### src/rtl/fourier_bin_resp_64.sv
// ---------------------------------------------------------------------------
// fourier_bin_resp_64
//
// Computes two DFT bins of an n-point, 64-bit signed frame: bin 0 (the plain
// sum S0) and bin n/2 (the alternating sum SA). A frame is loaded slot by
// slot, then the bins are accumulated one slot per clock. Once finished, the
// sums, the overflow flags, the load count and (optionally) the max/min
// sample can be read back through a small register selector.
//
// Optional feature macro: FOURIER_MINMAX_EN
//   defined   -> max/min sample trackers are built and returned at addr 2
//   undefined -> no trackers, addr 2 reads back as zero
//
// Ports
//   clk        in   1   rising-edge clock
//   reset      in   1   asynchronous, active-low reset
//   operation  in   2   00 idle, 01 load, 10 compute, 11 readout
//   addr       in   32  slot index while loading, result selector on readout
//   x          in   64  signed sample, written while loading
//   y_re       out  64  registered readout, real / primary field
//   y_im       out  64  registered readout, imaginary / secondary field
//   done       out  1   high while computed results are valid
// ---------------------------------------------------------------------------
module fourier_bin_resp_64 #(
    parameter int n = 10
) (
    input  logic               clk,
    input  logic               reset,
    input  logic        [1:0]  operation,
    input  logic        [31:0] addr,
    input  logic signed [63:0] x,
    output logic signed [63:0] y_re,
    output logic signed [63:0] y_im,
    output logic               done
);

    localparam int SW = (n > 1) ? $clog2(n) : 1;
    localparam int IW = $clog2(n + 1);

    typedef enum logic [1:0] {
        IDLE,
        LOAD,
        CALC,
        DONE
    } state_t;

    state_t             r_state;
    state_t             w_nextState;
    logic      [IW-1:0] r_idx;
    logic signed [63:0] r_slots [n];
    logic signed [63:0] r_s0;
    logic signed [63:0] r_sa;
    logic        [31:0] r_loadCount;
    logic               r_ovfSum;
    logic               r_ovfAlt;
`ifdef FOURIER_MINMAX_EN
    logic signed [63:0] r_max;
    logic signed [63:0] r_min;
`endif

    logic               w_writeEn;
    logic               w_startFrame;
    logic               w_accum;
    logic      [SW-1:0] w_rdIdx;
    logic signed [63:0] w_curX;
    logic signed [63:0] w_sumNext;
    logic signed [63:0] w_altNext;
    logic               w_sumOvf;
    logic               w_altOvf;
    logic signed [63:0] w_yRe;
    logic signed [63:0] w_yIm;

    // Sample writes are only honoured in IDLE/LOAD and only for valid slots.
    assign w_writeEn    = ((r_state == IDLE) || (r_state == LOAD)) &&
                          (operation == 2'b01) && (addr < 32'(n));
    assign w_startFrame = (r_state == IDLE) && (operation == 2'b01);
    // r_idx runs 0..n; the extra step at n is the cycle that moves to DONE,
    // which places done n+1 edges after the compute command is taken.
    assign w_accum      = (r_state == CALC) && (operation != 2'b00) &&
                          (r_idx < IW'(n));
    assign w_rdIdx      = (r_idx < IW'(n)) ? r_idx[SW-1:0] : '0;
    assign w_curX       = r_slots[w_rdIdx];

    // Odd slots are subtracted for the n/2 bin; overflow is the usual
    // same-sign-in, different-sign-out test on the effective operands.
    assign w_sumNext = r_s0 + w_curX;
    assign w_sumOvf  = (r_s0[63] == w_curX[63]) && (w_sumNext[63] != r_s0[63]);
    assign w_altNext = r_idx[0] ? (r_sa - w_curX) : (r_sa + w_curX);
    assign w_altOvf  = r_idx[0] ?
                       ((r_sa[63] != w_curX[63]) && (w_altNext[63] != r_sa[63])) :
                       ((r_sa[63] == w_curX[63]) && (w_altNext[63] != r_sa[63]));

    assign done = (r_state == DONE);

    // Next-state logic; operation 00 returns to IDLE from any state and
    // takes priority over completing a computation.
    always_comb begin
        w_nextState = r_state;
        case (r_state)
            IDLE: if (operation == 2'b01) w_nextState = LOAD;
            LOAD: begin
                if (operation == 2'b00)      w_nextState = IDLE;
                else if (operation == 2'b10) w_nextState = CALC;
            end
            CALC: begin
                if (operation == 2'b00)       w_nextState = IDLE;
                else if (r_idx == IW'(n))     w_nextState = DONE;
            end
            DONE: if (operation == 2'b00) w_nextState = IDLE;
            default: w_nextState = IDLE;
        endcase
    end

    // Readout selector decode.
    always_comb begin
        w_yRe = '0;
        w_yIm = '0;
        case (addr)
            32'd0: w_yRe = r_s0;
            32'd1: w_yRe = r_sa;
            32'd2: begin
`ifdef FOURIER_MINMAX_EN
                w_yRe = r_max;
                w_yIm = r_min;
`endif
            end
            32'd3: begin
                w_yRe = {32'b0, r_loadCount};
                w_yIm = {62'b0, r_ovfAlt, r_ovfSum};
            end
            default: begin
                w_yRe = '0;
                w_yIm = '0;
            end
        endcase
    end

    // State register and slot index.
    always_ff @(posedge clk or negedge reset) begin
        if (!reset) begin
            r_state <= IDLE;
            r_idx   <= '0;
        end else begin
            r_state <= w_nextState;
            if (r_state != CALC) r_idx <= '0;
            else if (w_accum)    r_idx <= r_idx + 1'b1;
        end
    end

    // Sample slots; unwritten slots keep their previous-frame contents.
    always_ff @(posedge clk or negedge reset) begin
        if (!reset) begin
            for (int i = 0; i < n; i++) r_slots[i] <= '0;
        end else begin
            for (int i = 0; i < n; i++) begin
                if (w_writeEn && (addr == 32'(i))) r_slots[i] <= x;
            end
        end
    end

    // Accumulators, flags, load counter and readout registers. Starting a
    // frame clears everything and then counts that same cycle's write.
    always_ff @(posedge clk or negedge reset) begin
        if (!reset) begin
            r_s0        <= '0;
            r_sa        <= '0;
            r_loadCount <= '0;
            r_ovfSum    <= 1'b0;
            r_ovfAlt    <= 1'b0;
            y_re        <= '0;
            y_im        <= '0;
`ifdef FOURIER_MINMAX_EN
            r_max       <= '0;
            r_min       <= '0;
`endif
        end else begin
            if (w_startFrame) begin
                r_s0        <= '0;
                r_sa        <= '0;
                r_ovfSum    <= 1'b0;
                r_ovfAlt    <= 1'b0;
                r_loadCount <= w_writeEn ? 32'd1 : 32'd0;
`ifdef FOURIER_MINMAX_EN
                r_max       <= '0;
                r_min       <= '0;
`endif
            end else if (w_writeEn && (r_loadCount != 32'hFFFF_FFFF)) begin
                r_loadCount <= r_loadCount + 32'd1;
            end

            if (w_accum) begin
                r_s0     <= w_sumNext;
                r_sa     <= w_altNext;
                r_ovfSum <= r_ovfSum | w_sumOvf;
                r_ovfAlt <= r_ovfAlt | w_altOvf;
`ifdef FOURIER_MINMAX_EN
                // Slot 0 seeds both trackers so stale values never leak in.
                if ((r_idx == '0) || (w_curX > r_max)) r_max <= w_curX;
                if ((r_idx == '0) || (w_curX < r_min)) r_min <= w_curX;
`endif
            end

            if ((r_state == DONE) && (operation == 2'b11)) begin
                y_re <= w_yRe;
                y_im <= w_yIm;
            end
        end
    end

endmodule

### config.mk
export PLATFORM = sky130hd
export DESIGN_NAME = fourier_bin_resp_64
export DESIGN_NICKNAME = d
export VERILOG_FILES = /design/src/rtl/fourier_bin_resp_64.sv
export SDC_FILE = /design/constraint.sdc
export NUM_CORES = 2
export LEC_CHECK = 0
export CAP_MARGIN = 40
export CORE_MARGIN = 4
export CORE_UTILIZATION = 40
export CTS_BUF_LIST = sky130_fd_sc_hd__clkbuf_4 sky130_fd_sc_hd__clkbuf_8
export DETAILED_ROUTE_END_ITERATION = 12
export DONT_BUFFER_PORTS = 1
export HOLD_SLACK_MARGIN = 0.08
export MAX_ROUTING_LAYER = met4
export PLACE_DENSITY = 0.5
export SYNTH_ARGS = -nofsm -noshare
export SYNTH_HDL_FRONTEND = slang
export SYNTH_SLANG_ARGS = --single-unit
export TNS_END_PERCENT = 1
### constraint.sdc
create_clock -name clk -period 7.7 [get_ports clk]
set_input_delay 1.925 -clock clk [delete_from_list [all_inputs] [get_ports clk]]
set_output_delay 1.925 -clock clk [all_outputs]
set_load 0.05 [all_outputs]
---- Word level (Yosys, flattened, before mapping) ----
Cells that the tools add are included.
word-level totals
  output and inout bits ................... 129
  word-level logic and storage cells ...... 112
  bits in registers ....................... 936
  bits of input ports ..................... 100
operators by class
  add/sub/neg operators ................... 5
  bitwise operators ....................... 3
  multiplexer cells ....................... 26
  reductions and logical operators ........ 29
  order comparisons ....................... 3
  equal/unequal tests ..................... 27
operator list
  operator                                                                count
  64-bit two-way mux                                                      6
  64-bit binary-select mux with 4-bit select                              1
  64-bit case mux with 3 select lines                                     1
  64-bit adder                                                            2
  32-bit by 3-bit == test with 1-bit output (second input constant)       4
  32-bit by 2-bit == test with 1-bit output (second input constant)       2
  32-bit by 4-bit == test with 1-bit output (second input constant)       2
  32-bit two-way mux                                                      2
  64-bit subtractor                                                       1
  32-bit by 1-bit adder with 32-bit output (second input constant)        1
  32-bit by 1-bit == test with 1-bit output (second input constant)       1
  32-bit logical NOT                                                      1
  32-bit by 4-bit < comparator with 1-bit output (second input constant)  1
  32-bit != test (second input constant)                                  1
  1-bit logical AND                                                       20
  2-bit two-way mux                                                       7
  4-bit two-way mux                                                       3
  2-bit == test (second input constant)                                   4
  2-bit case mux with 4 select lines                                      1
  2-bit nonzero test                                                      4
  3-bit by 1-bit != test with 1-bit output (second input constant)        2
  5-bit greater-or-equal comparator (second input constant)               1
  1-bit two-way mux                                                       5
  4-bit NOT with 5-bit output                                             1
  other kinds (12)                                                        19

---- Logic depth before layout (Yosys ltp) ----
  depth after elaboration ................. 13
  mapped depth ............................ 30
  depth with buffers taken out ............ 24

---- Worst setup path after synthesis ----
Ideal clock, no wire load.
  path type ............................... reg2reg
  from .................................... reg r_idx[0]
  to ...................................... reg r_ovfAlt
  arrival time ............................ 5.782 ns
  library setup time ...................... 0.124 ns
  cell stages (with the launch flop) ...... 26
  path slack .............................. 1.794 ns
  period minus slack after synthesis ...... 5.906 ns
  data required time ...................... 7.576 ns
  buffers on the path ..................... 4
  cells stage by stage .................... dfrtp_1 -> buf_4 -> buf_4 -> buf_6 -> mux2_2 -> a221oi_1 -> a21oi_1 -> o31ai_1 -> ha_1 -> nand2_1 -> nor4_2 -> nand2_1 -> nor2_1 -> nor2_1 -> xnor2_1 -> ha_1 -> clkbuf_1 -> nand2_1 -> nor2_1 -> nand3_1 -> o31a_1 -> o31ai_1 -> a21oi_1 -> a221oi_1 -> mux2i_1 -> a211o_1
on the way
  cells in the longest elaborated chain, start to end .. 13
  elaborated cells on any way between the ends .. 19
  classes of those cells .................. add/sub (2); order compare (1); eq/ne (3); mux (7); bitwise (2); reduce/logical (4)
RTL lines
  element                                                   line    text
  from (decl)                                               49      logic [IW-1:0] r_idx;
  from (signal assigned)                                    146     else if (w_accum) r_idx <= r_idx + 1'b1;
  4-bit < comparator                                        80, 81
  4-bit two-way mux                                         81      assign w_rdIdx = (r_idx < IW'(n)) ? r_idx[SW-1:0] : '0;
  4-bit NOT with 5-bit output (implied by the code)         82      assign w_curX = r_slots[w_rdIdx];
  64-bit binary-select mux with 4-bit select                82
  64-bit two-way mux (implied by the code) (2 in series)    82
  64-bit adder / 64-bit subtractor (equally long branches)  88      assign w_altNext = r_idx[0] ? (r_sa - w_curX) : (r_sa + w_curX);
  64-bit two-way mux                                        88
  1-bit != test                                             90, 91
  1-bit logical AND, on equally long branches               91, 90
  1-bit two-way mux                                         89      assign w_altOvf = r_idx[0] ?
  1-bit OR                                                  195     r_ovfAlt <= r_ovfAlt | w_altOvf;
  1-bit two-way mux                                         191     if (w_accum) begin
  to (signal assigned)                                      195
  to (decl)                                                 55      logic r_ovfAlt;
Parallel ways exist; a longest one is shown, timed or not. The select of a mux whose other input is x is not followed.
A chain may end at the register's enable or synchronous reset.

---- Final worst setup path ----
  from .................................... reg r_idx[3]
  to ...................................... reg r_sa[60]
on the way
  cells in the longest elaborated chain, start to end .. 9
  elaborated cells on any way between the ends .. 12
  classes of those cells .................. add/sub (2); order compare (1); mux (6); bitwise (1); reduce/logical (2)
RTL lines
  element                                                   line    text
  4-bit < comparator                                        80, 81
  4-bit two-way mux                                         81
  4-bit NOT with 5-bit output (implied by the code)         82
  64-bit binary-select mux with 4-bit select                82
  64-bit two-way mux (implied by the code) (2 in series)    82
  64-bit adder / 64-bit subtractor (equally long branches)  88
  64-bit two-way mux                                        88
  64-bit two-way mux                                        191
  to (signal assigned)                                      193     r_sa <= w_altNext;
  to (decl)                                                 52      logic signed [63:0] r_sa;
Parallel ways exist; a longest one is shown, timed or not. The select of a mux whose other input is x is not followed.

==> impl_metrics.toml <==
[synthesis]
post_synth_fa_ha_maj_area_fraction = 0.03282
ys_top_cells_by_area = "sky130_fd_sc_hd__dfrtp_1 44%, sky130_fd_sc_hd__mux2_2 16%, sky130_fd_sc_hd__mux2i_1 3.6%, sky130_fd_sc_hd__ha_1 3.2%, sky130_fd_sc_hd__o21ai_0 3.0%"
synth_compound_gate_area_share = 0.1502
synth.top_cell.area_share = 0.4386
synthArstFlopShare = 1.000
main_combinational_cell_family_by_area_after_synthesis = "multiplexers"
synth.cell_area_um2 = 49860
synth-edff-count = 0
netlist.top_cell.by_area = "sky130_fd_sc_hd__dfrtp_1"
post_synth_num_cell_types = 99
yosysWarnings = 0
most_common_flop_cell_mapped_by_yosys = "sky130_fd_sc_hd__dfrtp_1"
synth_cells = 4769
post_synth.cell_area_avg_um2 = 10.46
synth_mux_area_frac = 0.2014
seq_area_frac_synth = 0.4386
yosys.area_share.xor_xnor = 0.03478
ys_ff_latch = 874
synth_simple_gate_area_frac = 0.09422

[setup_path]
critPathSlowestCell = "sky130_fd_sc_hd__dfrtp_2"
worst-endpoint-arrival_ns = 8.08
cpLargestDelayFamily = "compound AO/OA/AOI/OAI gates"
cp_cell_sequence = "or3b_1 -> a211oi_1 -> a21oi_1 -> a32oi_1 -> or4b_4 -> nor4b_4 -> a21oi_1 -> xnor2_1 -> ha_1 -> and2_1 -> nand3_1 -> or2_2 -> a2111oi_0 -> buf_4 -> o21ai_0 -> a211oi_1 -> o21ai_0 -> o311ai_0 -> buf_4 -> a221oi_1 -> xor2_1 -> o21ai_0"
worst_path_most_repeated_cell = "sky130_fd_sc_hd__o21ai_0"
critical_path.startpoint_type = "flip-flop"
path_max_fanout = 28
crit_path_end_kind = "flip-flop"
criticalPathCategory = "flip-flop to flip-flop"
worst_ep_required_time_ns = 8.50
critical-path-max-stage-delay_ns = 0.74
timing.critical_path.buf_inv = 2

[floorplanning]
pin_count = 229
initial_core_util = 0.4028
die_height_um = 361.1
placementRows = 129
dieWidth_um = 361.1
floorplan.core_area_um2 = 123800
fp.dieArea_um2 = 130400

[timing]
report.final.setup_viol = 0
fmax_ghz = 0.1373
final.setup.tns_ns = 0
grt_setup_unrepaired = "no"
post-route-period-util = 0.9456
tightestPinTransition_ns = 1.438
worst_clock_skew_ns = 0.04907
relSlewSlack = 0.04141
final.min_clock_period_ns = 7.281
slew_viol_final = 0
final_hold_viol_count = 0

[place]
area_of_placed_instances_um2 = 51510
port-buffer-count = 0
gpl.final_weighted_congestion = 0.9307
place.detailed.hpwl_um = 107300

[clock_tree]
cts-buffers-inserted = 162
numClockSinks = 874
clock_tree.htree_level_count = 4
cts.reportedPaths.clkPinSlew_ns = 0.06
tritoncts = "yes"
cts_hold_repair_buffers = 0
clk_latency_ns = 0.90
clk_path_buf_depth = 3
clockRootBuffer = "sky130_fd_sc_hd__clkbuf_8"

[hold_path]
min_path_type = "flip-flop to flip-flop"

[final_layout]
final_layout_size_suffix_gt1_frac = 0.2501
layout-area-overhead-vs-synth_pct = 10.50
design_area_um2 = 55100
fill_cells = 11850
most_frequent_standard_cell_in_the_layout_excluding_fill_and_tap_cells = "sky130_fd_sc_hd__dfrtp_1"
seq_area_um2 = 21880
layout.nets = 4920
multiInputGateArea_um2 = 26030
final_core_utilization = 0.4451
layout_common_cells = "871 x sky130_fd_sc_hd__dfrtp_1, 711 x sky130_fd_sc_hd__mux2_2, 309 x sky130_fd_sc_hd__nand2_1"

[detailed_routing]
detail_route.wl_per_cell_um = 25.10
drt_pre_antenna_iters = 5
detail_route.vias_per_cell = 5.782
post-route-drc-count = 0
drt_wl_total_um = 161800
dr_total_vias = 37280
first_iter_violations = 2964
ant_nets = 0

[global_routing]
grt_pass1_vias = 37490
initial_antenna_violation_count = 4
gr-usage-all-layers = 0.2512
grt_max_degree = 231
grt_pass1_wl_um = 242900
globalRouteOverflowTotal = 0

[job]
count_of_max_cap_constraint_violations = 0

[pwr]
pwr_density_cell_nw_per_um2 = 267.2
leakage_nw = 26.03
vdd.ir_drop.worst_v = 0.0001821

[status]
run_status = "finished, final reports clean"
## cell families (layout without fill, tap and decap cells)
| family | count (synthesis) | count (layout) |
|---|---|---|
| XOR/XNOR | 198 | 198 |
| AND/OR/NAND/NOR | 975 | 975 |
| flip-flops | 874 | 874 |
| AO/OA/AOI/OAI | 1163 | 1163 |
| adder cells (fa/ha/maj) | 131 | 131 |
| other | 1 | 67 |
| buffers and inverters | 525 | 501 |
| multiplexers | 902 | 902 |
## where the power goes
part,switching (mW),total [mW],internal [mW]
logic,2.91,4.65,1.74
clock network,2.10,4.91,2.81
registers,0.322,5.16,4.84
total,5.34,14.7,9.38
## registers in the layout (all words and copies together), names as in the netlist
signal,cells
r_idx,4
r_state,2
r_s0,64
y_im,2
y_re,64
r_ovfSum,1
r_ovfAlt,1
r_sa,64
r_slots,640
r_loadCount,32
## cell type report
type,count,area share
timing repair buffer,125,0.02205
clock buffer,251,0.05702
inverter,99,0.006744
antenna,5,0.0002271
clock inverter,26,0.007380
tap,1637,0.03717
sequential,874,0.3971
multi-input combinational,3431,0.4723
## per-layer routing
layer / share of wire / vias up / track usage
met5: 0 / - / -
met4: 0.027 / 0 / 0.07482
met3: 0.067 / 264 / 0.06057
met2: 0.43 / 1043 / 0.3664
met1: 0.47 / 18810 / 0.3471
li1: - / 17170 / -
## path summary, 6_finish.rpt
path / depth (start not counted) / slack, ns / from / to
worst min register to register: 1 / 0.50 / r_slots[298] / r_slots[298]
worst max-delay path: 22 / 0.42 / r_idx[3] / r_sa[60]
worst max register to register: 22 / 0.42 / r_idx[3] / r_sa[60]
max in group asynchronous: 3 / 4.44 / reset / r_slots[422]
worst min-delay path: 1 / 0.50 / r_slots[298] / r_slots[298]
min in group asynchronous: 0 / 0.74 / reset / r_state[1]
## Yosys cell counts (8+ instances only)
| cell | number |
|---|---|
| sky130_fd_sc_hd__xor2_1 | 62 |
| sky130_fd_sc_hd__o2111ai_1 | 17 |
| sky130_fd_sc_hd__buf_4 | 76 |
| sky130_fd_sc_hd__o31ai_1 | 51 |
| sky130_fd_sc_hd__ha_1 | 126 |
| sky130_fd_sc_hd__a41oi_1 | 13 |
| sky130_fd_sc_hd__o311ai_0 | 13 |
| sky130_fd_sc_hd__buf_6 | 10 |
| sky130_fd_sc_hd__a31oi_1 | 29 |
| sky130_fd_sc_hd__buf_1 | 75 |
| sky130_fd_sc_hd__xnor2_1 | 136 |
| sky130_fd_sc_hd__a211o_1 | 8 |
| sky130_fd_sc_hd__mux2i_1 | 181 |
| sky130_fd_sc_hd__and4_1 | 9 |
| sky130_fd_sc_hd__inv_1 | 96 |
| sky130_fd_sc_hd__o22ai_1 | 47 |
| sky130_fd_sc_hd__and3_1 | 29 |
| sky130_fd_sc_hd__mux2_2 | 711 |
| sky130_fd_sc_hd__nand4_1 | 46 |
| sky130_fd_sc_hd__buf_2 | 40 |
| sky130_fd_sc_hd__nor4_1 | 20 |
| sky130_fd_sc_hd__o221ai_1 | 46 |
| sky130_fd_sc_hd__clkbuf_1 | 220 |
| sky130_fd_sc_hd__a211oi_1 | 44 |
| sky130_fd_sc_hd__a22oi_1 | 16 |
| sky130_fd_sc_hd__nor3_1 | 45 |
| sky130_fd_sc_hd__and2_1 | 24 |
| sky130_fd_sc_hd__a21oi_1 | 296 |
| sky130_fd_sc_hd__a21o_1 | 96 |
| sky130_fd_sc_hd__mux4_2 | 10 |
| sky130_fd_sc_hd__nand3_1 | 142 |
| sky130_fd_sc_hd__nor2b_1 | 27 |
| sky130_fd_sc_hd__a2bb2oi_1 | 21 |
| sky130_fd_sc_hd__o21a_1 | 16 |
| sky130_fd_sc_hd__dfrtp_1 | 874 |
| sky130_fd_sc_hd__or2_2 | 22 |
| sky130_fd_sc_hd__or3_1 | 18 |
| sky130_fd_sc_hd__o21bai_1 | 39 |
| sky130_fd_sc_hd__nand2_1 | 315 |
| sky130_fd_sc_hd__o21ai_0 | 297 |
| sky130_fd_sc_hd__nor2_1 | 214 |
| sky130_fd_sc_hd__o211ai_1 | 19 |
| sky130_fd_sc_hd__nand2b_1 | 24 |
## per-stage QoR
step	std cells	setup WS, ns	hold WS, ns	total power, mW
CTS	6442	0.1766	0.4981	14.81
global placement	6149	0.2853	0.4803	9.836
global route	6446	0.006317	0.5051	15.55
detailed placement	6165	0.2062	0.4855	9.816
floorplan	4830	1.794	0.4588	8.500
finish	6448	0.4190	0.4958	14.72
## what timing repair did
item	in CTS	in global routing
buffers inserted	0	1
resized for setup	0	2
hold endpoints to repair	0	0
setup endpoints to repair	0	5
No activity file was read; power rests on OpenSTA's default activity.
